`src/rtl/spi_ram_arbiter_if.sv`:
```
// Signal bundle between spi_ram_arbiter and its SPI front-end, host and single-port RAM.
// slave is the arbiter side; master is the surrounding SPI/host/RAM side.
interface spi_ram_arbiter_if #(
  parameter int unsigned ADDR_SIZE = 8
);
  logic [ADDR_SIZE+1:0] rx_data;
  logic                 rx_valid;
  logic [ADDR_SIZE-1:0] tx_data;
  logic                 tx_valid;

  logic                 host_req;
  logic                 host_we;
  logic [ADDR_SIZE-1:0] host_addr;
  logic [ADDR_SIZE-1:0] host_wdata;
  logic                 host_gnt;
  logic                 host_rvalid;
  logic [ADDR_SIZE-1:0] host_rdata;

  logic                 ram_en;
  logic                 ram_we;
  logic [ADDR_SIZE-1:0] ram_addr;
  logic [ADDR_SIZE-1:0] ram_din;
  logic [ADDR_SIZE-1:0] ram_dout;

  logic                 spi_ovf;

  modport slave (
    input  rx_data, rx_valid, host_req, host_we, host_addr, host_wdata, ram_dout,
    output tx_data, tx_valid, host_gnt, host_rvalid, host_rdata,
    output ram_en, ram_we, ram_addr, ram_din, spi_ovf
  );

  modport master (
    output rx_data, rx_valid, host_req, host_we, host_addr, host_wdata, ram_dout,
    input  tx_data, tx_valid, host_gnt, host_rvalid, host_rdata,
    input  ram_en, ram_we, ram_addr, ram_din, spi_ovf
  );
endinterface

```
`src/rtl/spi_ram_arbiter.sv`:
```
// Arbitrates a single-port RAM between SPI command words and a host port.
// Define ARB_ROUND_ROBIN_EN for round-robin on contention; otherwise SPI always wins.
module spi_ram_arbiter #(
  parameter int unsigned ADDR_SIZE = 8,
  parameter int unsigned MEM_DEPTH = 256
) (
  input logic               clk,
  input logic               rst_n,
  spi_ram_arbiter_if.slave  bus_io
);

  if (MEM_DEPTH > (2 ** ADDR_SIZE)) begin : g_depth_chk
    $error("MEM_DEPTH exceeds the address space");
  end

  typedef enum logic [2:0] {StIdle, StSpiAcc, StHostAcc, StSpiRdWait, StHostRdWait} state_e;

  state_e                state_q;
  logic                  rx_valid_q;
  logic [ADDR_SIZE-1:0]  wr_addr_q, rd_addr_q;
  logic                  pend_vld_q, pend_rd_q;
  logic [ADDR_SIZE-1:0]  pend_addr_q, pend_data_q;
  logic [ADDR_SIZE-1:0]  tx_data_q, host_rdata_q, ram_addr_q, ram_din_q;
  logic                  tx_valid_q, host_gnt_q, host_rvalid_q, ram_en_q, ram_we_q, spi_ovf_q;
`ifdef ARB_ROUND_ROBIN_EN
  logic                  last_host_q;
`endif

  logic [1:0]            rx_op;
  logic [ADDR_SIZE-1:0]  rx_payload;
  logic                  capture, pend_free, pend_load, spi_ovf_set, spi_wins;

  assign rx_op      = bus_io.rx_data[ADDR_SIZE+1:ADDR_SIZE];
  assign rx_payload = bus_io.rx_data[ADDR_SIZE-1:0];
  assign capture    = bus_io.rx_valid & ~rx_valid_q;
  // The pending slot empties on the closing edge of SPI_ACC, so a word landing there is kept.
  assign pend_free   = (state_q == StSpiAcc);
  assign pend_load   = capture & rx_op[0] & (~pend_vld_q | pend_free);
  assign spi_ovf_set = capture & rx_op[0] & pend_vld_q & ~pend_free;

`ifdef ARB_ROUND_ROBIN_EN
  assign spi_wins = pend_vld_q & (~bus_io.host_req | last_host_q);
`else
  assign spi_wins = pend_vld_q;
`endif

  always_ff @(posedge clk or negedge rst_n) begin
    if (!rst_n) begin
      state_q       <= StIdle;
      rx_valid_q    <= 1'b0;
      wr_addr_q     <= '0;
      rd_addr_q     <= '0;
      pend_vld_q    <= 1'b0;
      pend_rd_q     <= 1'b0;
      pend_addr_q   <= '0;
      pend_data_q   <= '0;
      tx_data_q     <= '0;
      tx_valid_q    <= 1'b0;
      host_gnt_q    <= 1'b0;
      host_rvalid_q <= 1'b0;
      host_rdata_q  <= '0;
      ram_en_q      <= 1'b0;
      ram_we_q      <= 1'b0;
      ram_addr_q    <= '0;
      ram_din_q     <= '0;
      spi_ovf_q     <= 1'b0;
`ifdef ARB_ROUND_ROBIN_EN
      last_host_q   <= 1'b1;
`endif
    end else begin
      rx_valid_q    <= bus_io.rx_valid;
      host_gnt_q    <= 1'b0;
      host_rvalid_q <= 1'b0;
      ram_en_q      <= 1'b0;
      ram_we_q      <= 1'b0;

      if (capture) begin
        tx_valid_q <= 1'b0;
        if (rx_op == 2'b00) wr_addr_q <= rx_payload;
        if (rx_op == 2'b10) rd_addr_q <= rx_payload;
      end

      if (pend_load) begin
        pend_vld_q  <= 1'b1;
        pend_rd_q   <= rx_op[1];
        pend_addr_q <= rx_op[1] ? rd_addr_q : wr_addr_q;
        pend_data_q <= rx_payload;
      end else if (pend_free) begin
        pend_vld_q  <= 1'b0;
      end

      if (spi_ovf_set) spi_ovf_q <= 1'b1;

      unique case (state_q)
        StIdle: begin
          if (spi_wins) begin
            state_q    <= StSpiAcc;
            ram_en_q   <= 1'b1;
            ram_we_q   <= ~pend_rd_q;
            ram_addr_q <= pend_addr_q;
            ram_din_q  <= pend_data_q;
`ifdef ARB_ROUND_ROBIN_EN
            last_host_q <= 1'b0;
`endif
          end else if (bus_io.host_req) begin
            state_q    <= StHostAcc;
            ram_en_q   <= 1'b1;
            ram_we_q   <= bus_io.host_we;
            ram_addr_q <= bus_io.host_addr;
            ram_din_q  <= bus_io.host_wdata;
            host_gnt_q <= 1'b1;
`ifdef ARB_ROUND_ROBIN_EN
            last_host_q <= 1'b1;
`endif
          end
        end
        StSpiAcc:  state_q <= ram_we_q ? StIdle : StSpiRdWait;
        StHostAcc: state_q <= ram_we_q ? StIdle : StHostRdWait;
        StSpiRdWait: begin
          // Fresh read data wins over a capture clearing tx_valid on the same edge.
          tx_data_q  <= bus_io.ram_dout;
          tx_valid_q <= 1'b1;
          state_q    <= StIdle;
        end
        StHostRdWait: begin
          host_rdata_q  <= bus_io.ram_dout;
          host_rvalid_q <= 1'b1;
          state_q       <= StIdle;
        end
        default: state_q <= StIdle;
      endcase
    end
  end

  assign bus_io.tx_data     = tx_data_q;
  assign bus_io.tx_valid    = tx_valid_q;
  assign bus_io.host_gnt    = host_gnt_q;
  assign bus_io.host_rvalid = host_rvalid_q;
  assign bus_io.host_rdata  = host_rdata_q;
  assign bus_io.ram_en      = ram_en_q;
  assign bus_io.ram_we      = ram_we_q;
  assign bus_io.ram_addr    = ram_addr_q;
  assign bus_io.ram_din     = ram_din_q;
  assign bus_io.spi_ovf     = spi_ovf_q;

endmodule

```
`src/flat_wrapper.sv`:
```
// flat-port wrapper written by rule: the top's interface ports become plain ports
module spi_ram_arbiter_flat 
#(
  parameter int unsigned ADDR_SIZE = 8,
  parameter int unsigned MEM_DEPTH = 256
)
  (clk, rst_n, bus_io_rx_data, bus_io_rx_valid, bus_io_host_req, bus_io_host_we, bus_io_host_addr, bus_io_host_wdata, bus_io_ram_dout, bus_io_tx_data, bus_io_tx_valid, bus_io_host_gnt, bus_io_host_rvalid, bus_io_host_rdata, bus_io_ram_en, bus_io_ram_we, bus_io_ram_addr, bus_io_ram_din, bus_io_spi_ovf);
  spi_ram_arbiter_if #(.ADDR_SIZE(ADDR_SIZE)) bus_io_i ();
  input logic clk;
  input logic rst_n;
  input wire logic [$bits(bus_io_i.rx_data)-1:0] bus_io_rx_data;
  input wire logic [$bits(bus_io_i.rx_valid)-1:0] bus_io_rx_valid;
  input wire logic [$bits(bus_io_i.host_req)-1:0] bus_io_host_req;
  input wire logic [$bits(bus_io_i.host_we)-1:0] bus_io_host_we;
  input wire logic [$bits(bus_io_i.host_addr)-1:0] bus_io_host_addr;
  input wire logic [$bits(bus_io_i.host_wdata)-1:0] bus_io_host_wdata;
  input wire logic [$bits(bus_io_i.ram_dout)-1:0] bus_io_ram_dout;
  output wire logic [$bits(bus_io_i.tx_data)-1:0] bus_io_tx_data;
  output wire logic [$bits(bus_io_i.tx_valid)-1:0] bus_io_tx_valid;
  output wire logic [$bits(bus_io_i.host_gnt)-1:0] bus_io_host_gnt;
  output wire logic [$bits(bus_io_i.host_rvalid)-1:0] bus_io_host_rvalid;
  output wire logic [$bits(bus_io_i.host_rdata)-1:0] bus_io_host_rdata;
  output wire logic [$bits(bus_io_i.ram_en)-1:0] bus_io_ram_en;
  output wire logic [$bits(bus_io_i.ram_we)-1:0] bus_io_ram_we;
  output wire logic [$bits(bus_io_i.ram_addr)-1:0] bus_io_ram_addr;
  output wire logic [$bits(bus_io_i.ram_din)-1:0] bus_io_ram_din;
  output wire logic [$bits(bus_io_i.spi_ovf)-1:0] bus_io_spi_ovf;
  assign bus_io_i.rx_data = bus_io_rx_data;
  assign bus_io_i.rx_valid = bus_io_rx_valid;
  assign bus_io_i.host_req = bus_io_host_req;
  assign bus_io_i.host_we = bus_io_host_we;
  assign bus_io_i.host_addr = bus_io_host_addr;
  assign bus_io_i.host_wdata = bus_io_host_wdata;
  assign bus_io_i.ram_dout = bus_io_ram_dout;
  assign bus_io_tx_data = bus_io_i.tx_data;
  assign bus_io_tx_valid = bus_io_i.tx_valid;
  assign bus_io_host_gnt = bus_io_i.host_gnt;
  assign bus_io_host_rvalid = bus_io_i.host_rvalid;
  assign bus_io_host_rdata = bus_io_i.host_rdata;
  assign bus_io_ram_en = bus_io_i.ram_en;
  assign bus_io_ram_we = bus_io_i.ram_we;
  assign bus_io_ram_addr = bus_io_i.ram_addr;
  assign bus_io_ram_din = bus_io_i.ram_din;
  assign bus_io_spi_ovf = bus_io_i.spi_ovf;
  spi_ram_arbiter #(.ADDR_SIZE(ADDR_SIZE), .MEM_DEPTH(MEM_DEPTH)) u_core (.clk(clk), .rst_n(rst_n), .bus_io(bus_io_i));
endmodule
```
`config.mk`:
```
export PLATFORM = sky130hd
export DESIGN_NAME = spi_ram_arbiter_flat
export DESIGN_NICKNAME = d
export VERILOG_FILES = /design/src/rtl/spi_ram_arbiter_if.sv /design/src/rtl/spi_ram_arbiter.sv /design/src/flat_wrapper.sv
export SDC_FILE = /design/constraint.sdc
export NUM_CORES = 1
export LEC_CHECK = 0
export CAP_MARGIN = 10
export CORE_ASPECT_RATIO = 0.7
export CORE_MARGIN = 5
export CORE_UTILIZATION = 53
export DETAILED_ROUTE_END_ITERATION = 8
export PLACE_DENSITY = 0.85
export REMOVE_ABC_BUFFERS = 1
export SLEW_MARGIN = 20
export SYNTH_ARGS = -nofsm -noshare
export SYNTH_HDL_FRONTEND = slang
export SYNTH_SLANG_ARGS = --single-unit
```
`constraint.sdc`:
```
create_clock -name clk -period 4.5 [get_ports clk]
set_input_delay 0.9 -clock clk [delete_from_list [all_inputs] [get_ports clk]]
set_output_delay 0.9 -clock clk [all_outputs]
set_load 0.005 [all_outputs]
```
==> results.yml, run 1 <==
status:
  outcome: "finished clean"
placement:
  hpwlAfterDp_um: 4520
  post-place-ws_ns: 1.61
  place.gp.congestion: 0.672
  portBuffers: 76
timing:
  setup_ws_ns: 1.91
  timing.final.crit_share_pct: 57.6
  drv_slew: 0
  tns_ns: 0
  timing.fmax_mhz: 386
  min_period_ns: 2.59
  relSlewSlack_pct: 32.5
  fin_skew_ns: 0.00706
  setup_viol: 0
  rsz0062_at_grt: "false"
  hold_slack_ns: 0.486
  tightest_slew_ns: 1.01
  report.final.hold_viol_count: 0
yosys:
  ys_types: 22
  synth_cells: 198
  ys_warn_count: 0
  ys_ff_latch: 76
  syn-cell-area_um2: 3190
  synth_seq_area_share_pct: 59.6
  syn_avg_cell_area_um2: 16.1
power_and_ir_drop:
  ir_worst_vdd_mv: 0.359
  pwr_density_cell_nw_per_um2: 649
  p_leak_nw: 1.76
finish:
  layout_common_cells: "81 x mux2_2, 76 x dfrtp_1, 75 x clkdlybuf4s50_1, 11 x clkbuf_8, 10 x mux2_4"
  seq_area_um2: 1900
  drive_gt1_share_pct: 40.1
  multi_input_area_um2: 1230
  layout_commonest_cell: "mux2_2"
  area_delta_synth_final_pct: 30.9
  n_antenna_cell: 0
  nNetsFinal: 318
  final.fill_count: 396
critical_path:
  path_class: "primary input to register"
  cp.arrival_ns: 2.82
  cpPeakStageDelay_ns: 0.82
  reg2regPathDepth: 3
  timing.critical_path.cells: "clkdlybuf4s50_1 -> nor3b_2 -> mux2_2"
  endpoint_kind: "register"
  critPathMaxFanout: 11
  start_kind: "primary input"
  critPathRequiredTime_ns: 4.73
  r2r_setup_slack_ns: 2.27
  cp_slowest_cell: "clkdlybuf4s50_1"
clocking:
  clock-sinks: 76
  clk_latency_ns: 0.34
  clock-root-buffer: "clkbuf_8"
  cts.htree.levels: 3
  cts_buffers: 9
  clock_path_buffers: 2
  cts_tree: "yes"
  path_clk_slew_ns: 0.08
  holdBufCountCts: 0
  postCtsSetupRepairBufs: 0
  cts_resized: 0
routing:
  wl_per_cell_um: 18.2
  drc_errors: 0
  vias: 1870
  drt_wl_total_um: 6520
  first_iter_violations: 42
  ant_nets: 0
  drt_first_pass_iters: 4
  via_per_inst: 5.21
job:
  drv_cap: 0
global_routing:
  grtUsageTotal_pct: 18.6
  overflow: 0
  antenna_found_initial: 0
  grt_pass1_vias: 2037
  grt_max_degree: 77
  grt_first_pass_wirelength_um: 10500
floorplanning:
  die_w_um: 103
  die_y_um: 74.9
  rows: 23
  core_um2: 5780
  dieArea_um2: 7690
  start_util_pct: 55.1
  num_io_pins: 77
worst_hold_path:
  min_path_type: "register to register"
  hold_depth: 2
## power by group
group          leakage [nW]  switching [mW]  total, mW  internal [mW]
sequential            0.916           0.207       1.19          0.980
clock                0.0961           0.241      0.470          0.229
combinational         0.746           0.315       1.05          0.736
## flip-flops by register name, summed over array words and instances, names as in the netlist, 3 cells and up
name	flops
u_core.bus_io.ram_addr	8
u_core.bus_io.tx_data	8
u_core.bus_io.ram_din	8
u_core.pend_addr_q	8
u_core.wr_addr_q	8
u_core.pend_data_q	8
u_core.bus_io.host_rdata	8
u_core.state_q	3
u_core.rd_addr_q	8
## metal layers
layer | GRT usage (%) | wire length [um] | vias up
met5 | 0 | 0 | -
met4 | 5.68 | 54 | 0
met2 | 29.3 | 3290 | 41
li1 | - | - | 875
met1 | 24.1 | 2780 | 950
met3 | 7.22 | 397 | 4
## metrics by stage
step | area, um2 | std cells | utilization, % | power [mW]
after CTS | 4170 | 359 | 72.2 | 2.75
after global routing | 4170 | 359 | 72.2 | 2.88
final | 4170 | 359 | 72.2 | 2.71
after detailed placement | 4000 | 343 | 69.1 | 2.27
after global placement | 4000 | 343 | 69.1 | 2.21
after floorplan | 3140 | 191 | - | 1.72
## kinds of logic after synthesis
group / share of synthesized area, %
AND/OR/NAND/NOR: 4.35
multiplexers: 33.3
flip-flops: 59.6
buffers and inverters: 1.69
AO/OA/AOI/OAI: 1.02
## synthesized netlist by cell type
master / instances / area [um2]
a2111oi_0: 1 / 8.76
nor3_2: 1 / 10.0
nand2b_1: 2 / 12.5
nand3b_1: 2 / 15.0
buf_6: 1 / 11.3
nand2_1: 5 / 18.8
a21oi_4: 1 / 16.3
nor4b_1: 1 / 8.76
nor3_1: 1 / 5.00
mux2_2: 81 / 912
dfrtp_1: 76 / 1900
or3_4: 1 / 11.3
clkbuf_1: 4 / 15.0
nor2_1: 4 / 15.0
buf_12: 1 / 20.0
buf_4: 1 / 7.51
nor2_4: 1 / 11.3
or3b_4: 1 / 11.3
nor3b_1: 1 / 7.51
mux2_4: 10 / 150
nor3b_2: 1 / 12.5
o21bai_1: 1 / 7.51
## critical path, delay by kind of cell
kind | cells | cell delay [ns]
buf+inv | 1 | 0.82
mux | 1 | 0.41
simple gates | 1 | 0.67
## final timing paths
path,startpoint,endpoint
worst max-delay path,bus_io_rx_data[9],u_core.rd_addr_q[0]
worst min-delay path,u_core.bus_io.tx_valid,u_core.bus_io.tx_valid
worst max register to register,u_core.pend_vld_q,u_core.bus_io.ram_addr[1]
worst min register to register,u_core.bus_io.tx_valid,u_core.bus_io.tx_valid
max in group asynchronous,rst_n,u_core.bus_io.ram_din[0]
min in group asynchronous,rst_n,u_core.bus_io.host_rdata[0]
## final cells by class
| cell class | count | share of cell area [%] |
|---|---|---|
| sequential | 76 | 45.6 |
| clock inverter | 4 | 0.570 |
| tap | 75 | 2.25 |
| timing repair buffer | 77 | 18.3 |
| clock buffer | 12 | 3.72 |
| multi-input combinational | 115 | 29.6 |
(Power assumes the default switching activity.)
==> run 2: changes to the inputs <==
Settings changed: CORE_UTILIZATION 53 to 44, PLACE_DENSITY 0.85 to 0.75.
Clock period 4.5 ns to 2.26 ns, I/O delays scaled along.
==> results.yml, run 2 (same netlist as run 1, synthesis figures left out) <==
timing:
  relSlewSlack_pct: 66.2
  timing.final.crit_share_pct: 76.7
  timing.fmax_mhz: 577
  report.final.hold_viol_count: 0
  setup_viol: 0
  tns_ns: 0
  drv_slew: 0
  rsz0062_at_grt: "false"
  fin_skew_ns: 0.00693
  min_period_ns: 1.73
  tightest_slew_ns: 0.505
critical_path:
  endpoint_kind: "output port"
  path_class: "register to output port"
  reg2regPathDepth: 4
  cpPeakStageDelay_ns: 0.53
  critical_path_depth: 1
  critPathMaxFanout: 4
  cp.arrival_ns: 1.28
  crit_buf_inv: 1
  cp_slowest_cell: "clkdlybuf4s50_1"
  path_delay_family: "buffers and inverters"
  timing.critical_path.cells: "clkdlybuf4s50_1"
  start_kind: "register"
  critPathRequiredTime_ns: 1.81
power_and_ir_drop:
  ir_worst_vdd_mv: 0.581
  p_leak_nw: 1.85
  power.switching_mw: 1.49
  intPower_mw: 4.15
  pwr_density_cell_nw_per_um2: 1290
  pwr-share-seq_pct: 40.9
  p_sw_share_pct: 26.4
  p_comb_share_pct: 38.8
  pwr-share-clk_pct: 20.3
routing:
  wl_per_cell_um: 16.0
  first_iter_violations: 53
  drt_wl_total_um: 6290
  ant_nets: 0
  drt_first_pass_iters: 4
  drc_errors: 0
  vias: 1909
  via_per_inst: 4.85
floorplanning:
  start_util_pct: 44.4
  dieArea_um2: 9080
  core_um2: 7190
  num_io_pins: 77
  rows: 26
  die_y_um: 81.2
  die_w_um: 112
clocking:
  clock-sinks: 76
  cts_buffers: 9
  postCtsSetupRepairBufs: 0
  path_clk_slew_ns: 0.08
  clk_latency_ns: 0.34
  cts.htree.levels: 3
  cts_tree: "yes"
  clock_path_buffers: 2
  clock-root-buffer: "clkbuf_8"
  cts_resized: 0
  holdBufCountCts: 0
global_routing:
  grt_first_pass_wirelength_um: 10300
  grtUsageTotal_pct: 14.8
  antenna_found_initial: 0
  grt_max_degree: 52
  overflow: 0
  grt_pass1_vias: 2053
finish:
  utilization_pct: 60.8
  layout_commonest_cell: "mux2_2"
  layout_common_cells: "81 x mux2_2, 76 x dfrtp_1, 75 x clkdlybuf4s50_1, 13 x buf_4, 11 x clkbuf_8"
  drive_gt1_share_pct: 42.9
  nNetsFinal: 331
  n_antenna_cell: 0
  area_delta_synth_final_pct: 37.0
placement:
  portBuffers: 76
  place.gp.congestion: 0.727
  hpwlAfterDp_um: 4700
job:
  drv_cap: 0
worst_hold_path:
  min_path_type: "primary input to async pin"
status:
  outcome: "finished clean"
run 2: worst paths after layout:
check                                             to                    from  slack (ns)
max                                    bus_io_ram_we    u_core.bus_io.ram_we        0.53
min                        u_core.bus_io.host_rvalid                   rst_n        0.02
max reg2reg                    u_core.pend_data_q[1]       u_core.state_q[0]        0.53
min reg2reg                   u_core.bus_io.tx_valid  u_core.bus_io.tx_valid        0.48
max in group asynchronous      u_core.pend_data_q[1]                   rst_n        1.67
min in group clk              u_core.bus_io.tx_valid  u_core.bus_io.tx_valid        0.48
run 2: cell type report:
cell class	count	area, um2
Clock buffer	11	151
Clock inverter	4	72.6
Fill cell	551	2820
Multi-Input combinational cell	115	1230
Sequential cell	76	1900
Tap cell	98	123
Timing Repair Buffer	90	888
run 2: power groups by stage:
stage | Combinational, mW | Clock, mW | Sequential, mW
2_1_floorplan | 1.11 | 0 | 2.31
5_1_grt | 2.36 | 1.24 | 2.38
3_5_place_dp | 2.23 | 0 | 2.33
6_report | 2.19 | 1.15 | 2.30
3_3_place_gp | 2.18 | 0 | 2.31
4_1_cts | 2.24 | 1.18 | 2.31
run 2: per-stage QoR:
| step | worst slack, ns | hold WS (ns) | area (um2) | std cells | total power [mW] |
|---|---|---|---|---|---|
| after CTS | 0.490 | 0.00928 | 4370 | 394 | 5.73 |
| after global placement | 0.210 | 0.386 | 4150 | 379 | 4.49 |
| after floorplan | 0.440 | 0.156 | 3140 | 191 | 3.43 |
| after global routing | 0.447 | 0.0189 | 4370 | 394 | 5.98 |
| after detailed placement | 0.179 | 0.389 | 4150 | 379 | 4.56 |
| final | 0.526 | 0.0165 | 4370 | 394 | 5.64 |
run 2: per-layer routing:
metal	part of all wire [%]	up-vias	global-route usage (%)
met5	0	-	0
met4	0.76	0	5.35
met3	4.1	5	4.91
met2	48	38	23.6
met1	47	964	19.0
li1	-	902	-
